**config.mk**
```make
export PLATFORM = sky130hd
export DESIGN_NAME = jam_cost_responder
export DESIGN_NICKNAME = d
export VERILOG_FILES = /design/src/rtl/jam_cost_responder.sv
export SDC_FILE = /design/constraint.sdc
export NUM_CORES = 1
export LEC_CHECK = 0
export ABC_AREA = 1
export ABC_CLOCK_PERIOD_IN_PS = 1590
export CAP_MARGIN = 40
export CORE_UTILIZATION = 53
export CTS_CLUSTER_DIAMETER = 200
export DETAILED_ROUTE_END_ITERATION = 8
export HOLD_SLACK_MARGIN = 0.08
export PLACE_DENSITY_LB_ADDON = 0.05
export SYNTH_ARGS = -nofsm -noshare
export SYNTH_HDL_FRONTEND = slang
export SYNTH_SLANG_ARGS = --single-unit
```
**constraint.sdc**
```tcl
create_clock -name CLK -period 1.59 [get_ports CLK]
set_input_delay 0.2385 -clock CLK [delete_from_list [all_inputs] [get_ports CLK]]
set_output_delay 0.2385 -clock CLK [all_outputs]
set_load 0.02 [all_outputs]
```
**src/rtl/jam_cost_responder.sv**
```systemverilog
// -----------------------------------------------------------------------------
// jam_cost_responder
//   Cost-matrix responder and result checker for the JAM job-assignment engine.
//   An 8x8 worker/job cost matrix is loaded through a valid/ready port while
//   JAM is held in reset. Once all 64 words are in, JAM is released and its
//   W/J index requests are answered on Cost with one cycle of latency. The
//   first Valid result is captured and compared against the expected values.
//   If no result arrives within TIMEOUT_CYCLES, the check ends as a timeout.
//
// Ports
//   CLK, RST_N           clock (rising edge), asynchronous active-low reset
//   ld_valid/ld_ready    load handshake; ld_data is the cost word (row-major, W*8+J)
//   exp_min_cost         expected minimum cost
//   exp_match_count      expected match count
//   jam_rst              active-high reset to JAM, released after the load
//   W, J, Cost           index request from JAM; Cost = mem[{W,J}] one cycle later
//   Valid, MinCost,
//   MatchCount           JAM result
//   done, pass, timeout  check status (sticky until reset)
//   got_min_cost,
//   got_match_count      captured JAM result
// -----------------------------------------------------------------------------
module jam_cost_responder #(
    parameter int COST_W         = 7,
    parameter int TIMEOUT_CYCLES = 4096
) (
    input  logic              CLK,
    input  logic              RST_N,
    input  logic              ld_valid,
    output logic              ld_ready,
    input  logic [COST_W-1:0] ld_data,
    input  logic [9:0]        exp_min_cost,
    input  logic [3:0]        exp_match_count,
    output logic              jam_rst,
    input  logic [2:0]        W,
    input  logic [2:0]        J,
    output logic [COST_W-1:0] Cost,
    input  logic              Valid,
    input  logic [9:0]        MinCost,
    input  logic [3:0]        MatchCount,
    output logic              done,
    output logic              pass,
    output logic              timeout,
    output logic [9:0]        got_min_cost,
    output logic [3:0]        got_match_count
);

    // One spare bit so TIMEOUT_CYCLES-1 always fits, even for powers of two.
    localparam int            TW         = $clog2(TIMEOUT_CYCLES) + 1;
    localparam logic [TW-1:0] TIMER_LAST = TW'(TIMEOUT_CYCLES - 1);

    typedef enum logic [1:0] {
        ST_LOAD  = 2'd0,
        ST_SERVE = 2'd1,
        ST_DONE  = 2'd2
    } state_t;

    state_t            state_q, state_d;
    logic [5:0]        ptr_q, ptr_d;
    logic [TW-1:0]     timer_q, timer_d;
    logic              ld_ready_q, ld_ready_d;
    logic              jam_rst_q, jam_rst_d;
    logic              done_q, done_d;
    logic              pass_q, pass_d;
    logic              timeout_q, timeout_d;
    logic [9:0]        got_min_cost_q, got_min_cost_d;
    logic [3:0]        got_match_count_q, got_match_count_d;
    logic [COST_W-1:0] cost_q;
    logic [COST_W-1:0] mem_q [64];
    logic              accept_s;
    logic              timer_last_s;
    logic [5:0]        rd_idx_s;

    assign accept_s     = (state_q == ST_LOAD) && ld_valid;
    assign timer_last_s = (timer_q == TIMER_LAST);
    assign rd_idx_s     = {W, J};

    // Next-state logic: the 64th accepted word starts SERVE, the first result or expiry ends it.
    always_comb begin
        state_d = state_q;
        case (state_q)
            ST_LOAD: begin
                if (accept_s && (ptr_q == 6'd63)) begin
                    state_d = ST_SERVE;
                end else begin
                    state_d = ST_LOAD;
                end
            end
            ST_SERVE: begin
                if (Valid || timer_last_s) begin
                    state_d = ST_DONE;
                end else begin
                    state_d = ST_SERVE;
                end
            end
            ST_DONE: state_d = ST_DONE;
            default: state_d = ST_LOAD;
        endcase
    end

    // Load pointer and SERVE timer; the timer sits at zero throughout LOAD.
    always_comb begin
        ptr_d   = ptr_q;
        timer_d = timer_q;
        if (accept_s) begin
            ptr_d = ptr_q + 6'd1;
        end else begin
            ptr_d = ptr_q;
        end
        case (state_q)
            ST_LOAD:  timer_d = '0;
            ST_SERVE: timer_d = timer_q + TW'(1);
            ST_DONE:  timer_d = timer_q;
            default:  timer_d = '0;
        endcase
    end

    // Output logic: handshake/reset follow the next state; Valid takes priority over expiry.
    always_comb begin
        ld_ready_d        = (state_d == ST_LOAD);
        jam_rst_d         = (state_d == ST_LOAD);
        done_d            = done_q;
        pass_d            = pass_q;
        timeout_d         = timeout_q;
        got_min_cost_d    = got_min_cost_q;
        got_match_count_d = got_match_count_q;
        if (state_q == ST_SERVE) begin
            if (Valid) begin
                got_min_cost_d    = MinCost;
                got_match_count_d = MatchCount;
                pass_d            = (MinCost == exp_min_cost) &&
                                    (MatchCount == exp_match_count);
                done_d            = 1'b1;
            end else if (timer_last_s) begin
                timeout_d = 1'b1;
                done_d    = 1'b1;
                pass_d    = 1'b0;
            end else begin
                done_d = done_q;
            end
        end else begin
            done_d = done_q;
        end
    end

    // Control and status state register.
    always_ff @(posedge CLK or negedge RST_N) begin
        if (!RST_N) begin
            state_q           <= ST_LOAD;
            ptr_q             <= 6'd0;
            timer_q           <= '0;
            ld_ready_q        <= 1'b1;
            jam_rst_q         <= 1'b1;
            done_q            <= 1'b0;
            pass_q            <= 1'b0;
            timeout_q         <= 1'b0;
            got_min_cost_q    <= 10'd0;
            got_match_count_q <= 4'd0;
        end else begin
            state_q           <= state_d;
            ptr_q             <= ptr_d;
            timer_q           <= timer_d;
            ld_ready_q        <= ld_ready_d;
            jam_rst_q         <= jam_rst_d;
            done_q            <= done_d;
            pass_q            <= pass_d;
            timeout_q         <= timeout_d;
            got_min_cost_q    <= got_min_cost_d;
            got_match_count_q <= got_match_count_d;
        end
    end

    // Cost matrix storage, cleared by reset so every reload starts from zeros.
    always_ff @(posedge CLK or negedge RST_N) begin
        if (!RST_N) begin
            for (int i = 0; i < 64; i++) begin
                mem_q[i] <= '0;
            end
        end else if (accept_s) begin
            mem_q[ptr_q] <= ld_data;
        end
    end

    // Lookup register: reads the pre-write contents, so a same-index write returns old data.
    always_ff @(posedge CLK or negedge RST_N) begin
        if (!RST_N) begin
            cost_q <= '0;
        end else begin
            cost_q <= mem_q[rd_idx_s];
        end
    end

    assign ld_ready        = ld_ready_q;
    assign jam_rst         = jam_rst_q;
    assign Cost            = cost_q;
    assign done            = done_q;
    assign pass            = pass_q;
    assign timeout         = timeout_q;
    assign got_min_cost    = got_min_cost_q;
    assign got_match_count = got_match_count_q;

endmodule

```
==> run_results.csv <==
group,metric,value,unit
synthesis,ys_seq_area_share,54.51,%
synthesis,yosysWarnings,0,
synthesis,syn_area,22680,µm²
clocking,clock_path_buffers,3,
drt,route.detailed.drc,0,
floorplan,core,42040,µm²
clocking,clk_latency,620,ps
synthesis,ys_seq_elements,494,
synthesis,synth-main-ff-cell,"dfrtp_1",
placed_design,dpl-instance-area,25200,µm²
cells_and_area,final_common_cell,"nand2_1",
drt,vias,20830,
worst_setup_path,path_max_fanout,7,
global_route,antenna_found_initial,0,
worst_setup_path,r2r-end,"mem_q[192]$_DFFE_PN0P_",
drt,drt_iter0_drc,2010,
sta,clock_skew,31.15,ps
worst_setup_path,r2r-start,"ptr_q[0]$_DFFE_PN0N_",
cells_and_area,utilization,72.70,%
floorplan,fp.dieW,208.9,µm
floorplan,die_area,43620,µm²
drt,ant_nets,0,
sta,period_share,110.9,%
sta,layout_min_cycle_time,1763,ps
floorplan,rows,75,
placed_design,gp_congestion,0.9649,
cells_and_area,fillerInstances,3181,
floorplan,die_h,208.9,µm
floorplan,start_util,53.95,%
drt,first_pass_iters,6,
pwr,p_leak,0.01376,µW
clocking,cts.sinks,494,
synthesis,syn_avg_cell_area,8.048,µm²
synthesis,synth_edf_count,0,
floorplan,io_pins,71,
clocking,numCtsBuffers,52,
cells_and_area,layout_common_cells,"805 x nand2_1, 492 x dfrtp_1, 386 x nand3_1, 248 x o21ai_1, 244 x nand2_2",
global_route,grt_max_degree,84,
drt,wl_per_cell,19.92,µm
worst_setup_path,cp-end-kind,"flip-flop",
pwr,total_power,28320,µW
placed_design,portBuffers,70,
clocking,cts_tree,"yes",
sta,fin_ws,-172.9,ps
synthesis,netlist_instances,2818,
sta,drv_slew,0,
worst_hold_path,hold_class,"input port to flip-flop",
worst_setup_path,timing.critical_path.from,"ptr_q[0]$_DFFE_PN0N_",
cells_and_area,post-route-cell-area,30560,µm²
sta,setup_viol,387,
synthesis,async_flop_share,100.0,%
placed_design,hpwl,42680,µm
global_route,grt_pass1_wl,110200,µm
worst_setup_path,cp.arrival,2240,ps
drt,totalWireLength,71590,µm
worst_hold_path,min-delay-start,"MatchCount[3]",
cells_and_area,fin_nets,3058,
run,max_cap_viol_count,0,
synthesis,synth_cell_type_count,34,
sta,tightest_slew,449.3,ps
sta,rsz0062_at_grt,"yes",
pwr,peakVddDrop,0.7701,mV
synthesis,synth_nets,2865,
drt,viasPerCell,5.796,
worst_setup_path,required,2060,ps
sta,tns,-29440,ps
clocking,htreeDepth,2,
worst_hold_path,holdPathEnd,"got_match_count[3]$_DFFE_PN0P_",
worst_setup_path,r2r_cells,8,
cells_and_area,area_delta_synth_final,34.75,%
worst_hold_path,holdPathStages,3,
sta,timing.fmax,567.3,MHz
clocking,cts-root-buf,"clkbuf_16",
sta,hold_violations,0,
pwr,p_per_area,926.6,nW/µm²
worst_setup_path,r2r_setup_slack,-170,ps
worst_setup_path,critPathKind,"flip-flop to flip-flop",
worst_setup_path,worst_setup_path_start_kind,"flip-flop",
outcome,status,"finished, violations left",
outcome,violations,"negative setup slack",
global_route,track_usage,32.33,%
sta,max-slew-margin-rel,70.00,%
global_route,globalRoute.totalOverflow,0,
clocking,clk_pin_slew,60,ps
cells_and_area,diodes,0,
cells_and_area,drive_above_1_share,28.54,%
global_route,grt_pass1_vias,19990,
==> kinds of logic after synthesis <==
logic type	count (synthesis)	share of synthesized area, %
AND/OR/NAND/NOR	1587	28.90
flip-flops	494	54.51
AO/OA/AOI/OAI	471	10.48
buffers and inverters	245	5.268
XOR/XNOR	19	0.7337
adder cells (fa/ha/maj)	2	0.1103
==> registers in the layout, summed over array words and instances (netlist names) <==
| signal | flops |
|---|---|
| mem_q | 448 |
| timer_q | 13 |
| got_min_cost | 10 |
| Cost | 7 |
| ptr_q | 6 |
| got_match_count | 4 |
| state_q | 2 |
| done | 1 |
| jam_rst | 1 |
| pass | 1 |
| timeout | 1 |
==> routing by layer <==
layer | wire, µm | track usage (%)
met4 | 2374 | 11.84
met5 | 0 | 0
met3 | 4858 | 4.418
met1 | 30350 | 45.30
met2 | 34010 | 51.60
==> synthesized netlist by cell type, drive strengths merged (2+ instances only) <==
master / count / area (µm²)
o21ai: 457 / 2287
xor2: 9 / 78.83
nor2: 29 / 166.4
clkinv: 7 / 26.28
a21oi: 5 / 25.02
nand4: 8 / 50.05
nor3: 4 / 35.03
dfrtp: 493 / 12340
o22ai: 3 / 18.77
nand2: 1152 / 4324
xnor2: 10 / 87.58
ha: 2 / 25.02
nand3: 390 / 1952
nor3b: 2 / 15.01
buf: 83 / 586.8
clkbuf: 122 / 457.9
inv: 33 / 123.9
==> critical path, cell delays in order (launching register included) <==
cell and delay (ps):
dfrtp_1 510, or2_4 370, nor2_4 140, buf_12 140
buf_12 140, nand2_8 70, buf_12 160, nand2_2 50
o21ai_1 60
==> timing repair <==
action / in CTS / in global routing
hold buffers: 3 / 0
pin swaps: 20 / 33
endpoints found under the setup margin: 462 / 469
gates resized for setup: 682 / 516
setup buffers: 5 / 16
cloned: 44 / 9
endpoints found under the hold margin: 494 / 0
==> worst max-delay path by stage <==
stage | to
detailed placement | mem_q[209]$_DFFE_PN0P_
finish | mem_q[192]$_DFFE_PN0P_
global route | timer_q[8]$_DFFE_PN0P_
floorplan | mem_q[173]$_DFFE_PN0P_
CTS | mem_q[371]$_DFFE_PN0P_
global placement | mem_q[204]$_DFFE_PN0P_
==> area by class of cell <==
class                           instances  area [µm²]  share of cell area [%]
Clock buffer                           73        1541                   5.044
Sequential cell                       494       12360                   40.46
Timing Repair Buffer                  340        4071                   13.32
Tap cell                              539       674.4                   2.207
Multi-Input combinational cell       2082       11340                   37.10
Inverter                               40       176.4                  0.5772
Clock inverter                         25       387.9                   1.269
Timing Repair inverter                  1       7.507                 0.02456
==> where the power goes <==
group	internal [µW]	switching, µW	leakage [µW]	total (µW)
Sequential	12600	14.3	0.00685	12600
Combinational	664	1430	0.00596	2100
Clock	8370	5230	0.000955	13600
Total	21600	6670	0.0138	28300
==> metrics by stage <==
stage	std cells	hold WS, ps	setup slack (ps)
after detailed placement	3422	102.4	-594.6
final	3594	229.6	-172.9
after floorplan	2818	-57.09	-0.3267
after global placement	3422	104.7	-526.3
after global routing	3594	252.2	-222.5
after CTS	3570	211.9	-141.2
Power figures use the tool's default switching activity.
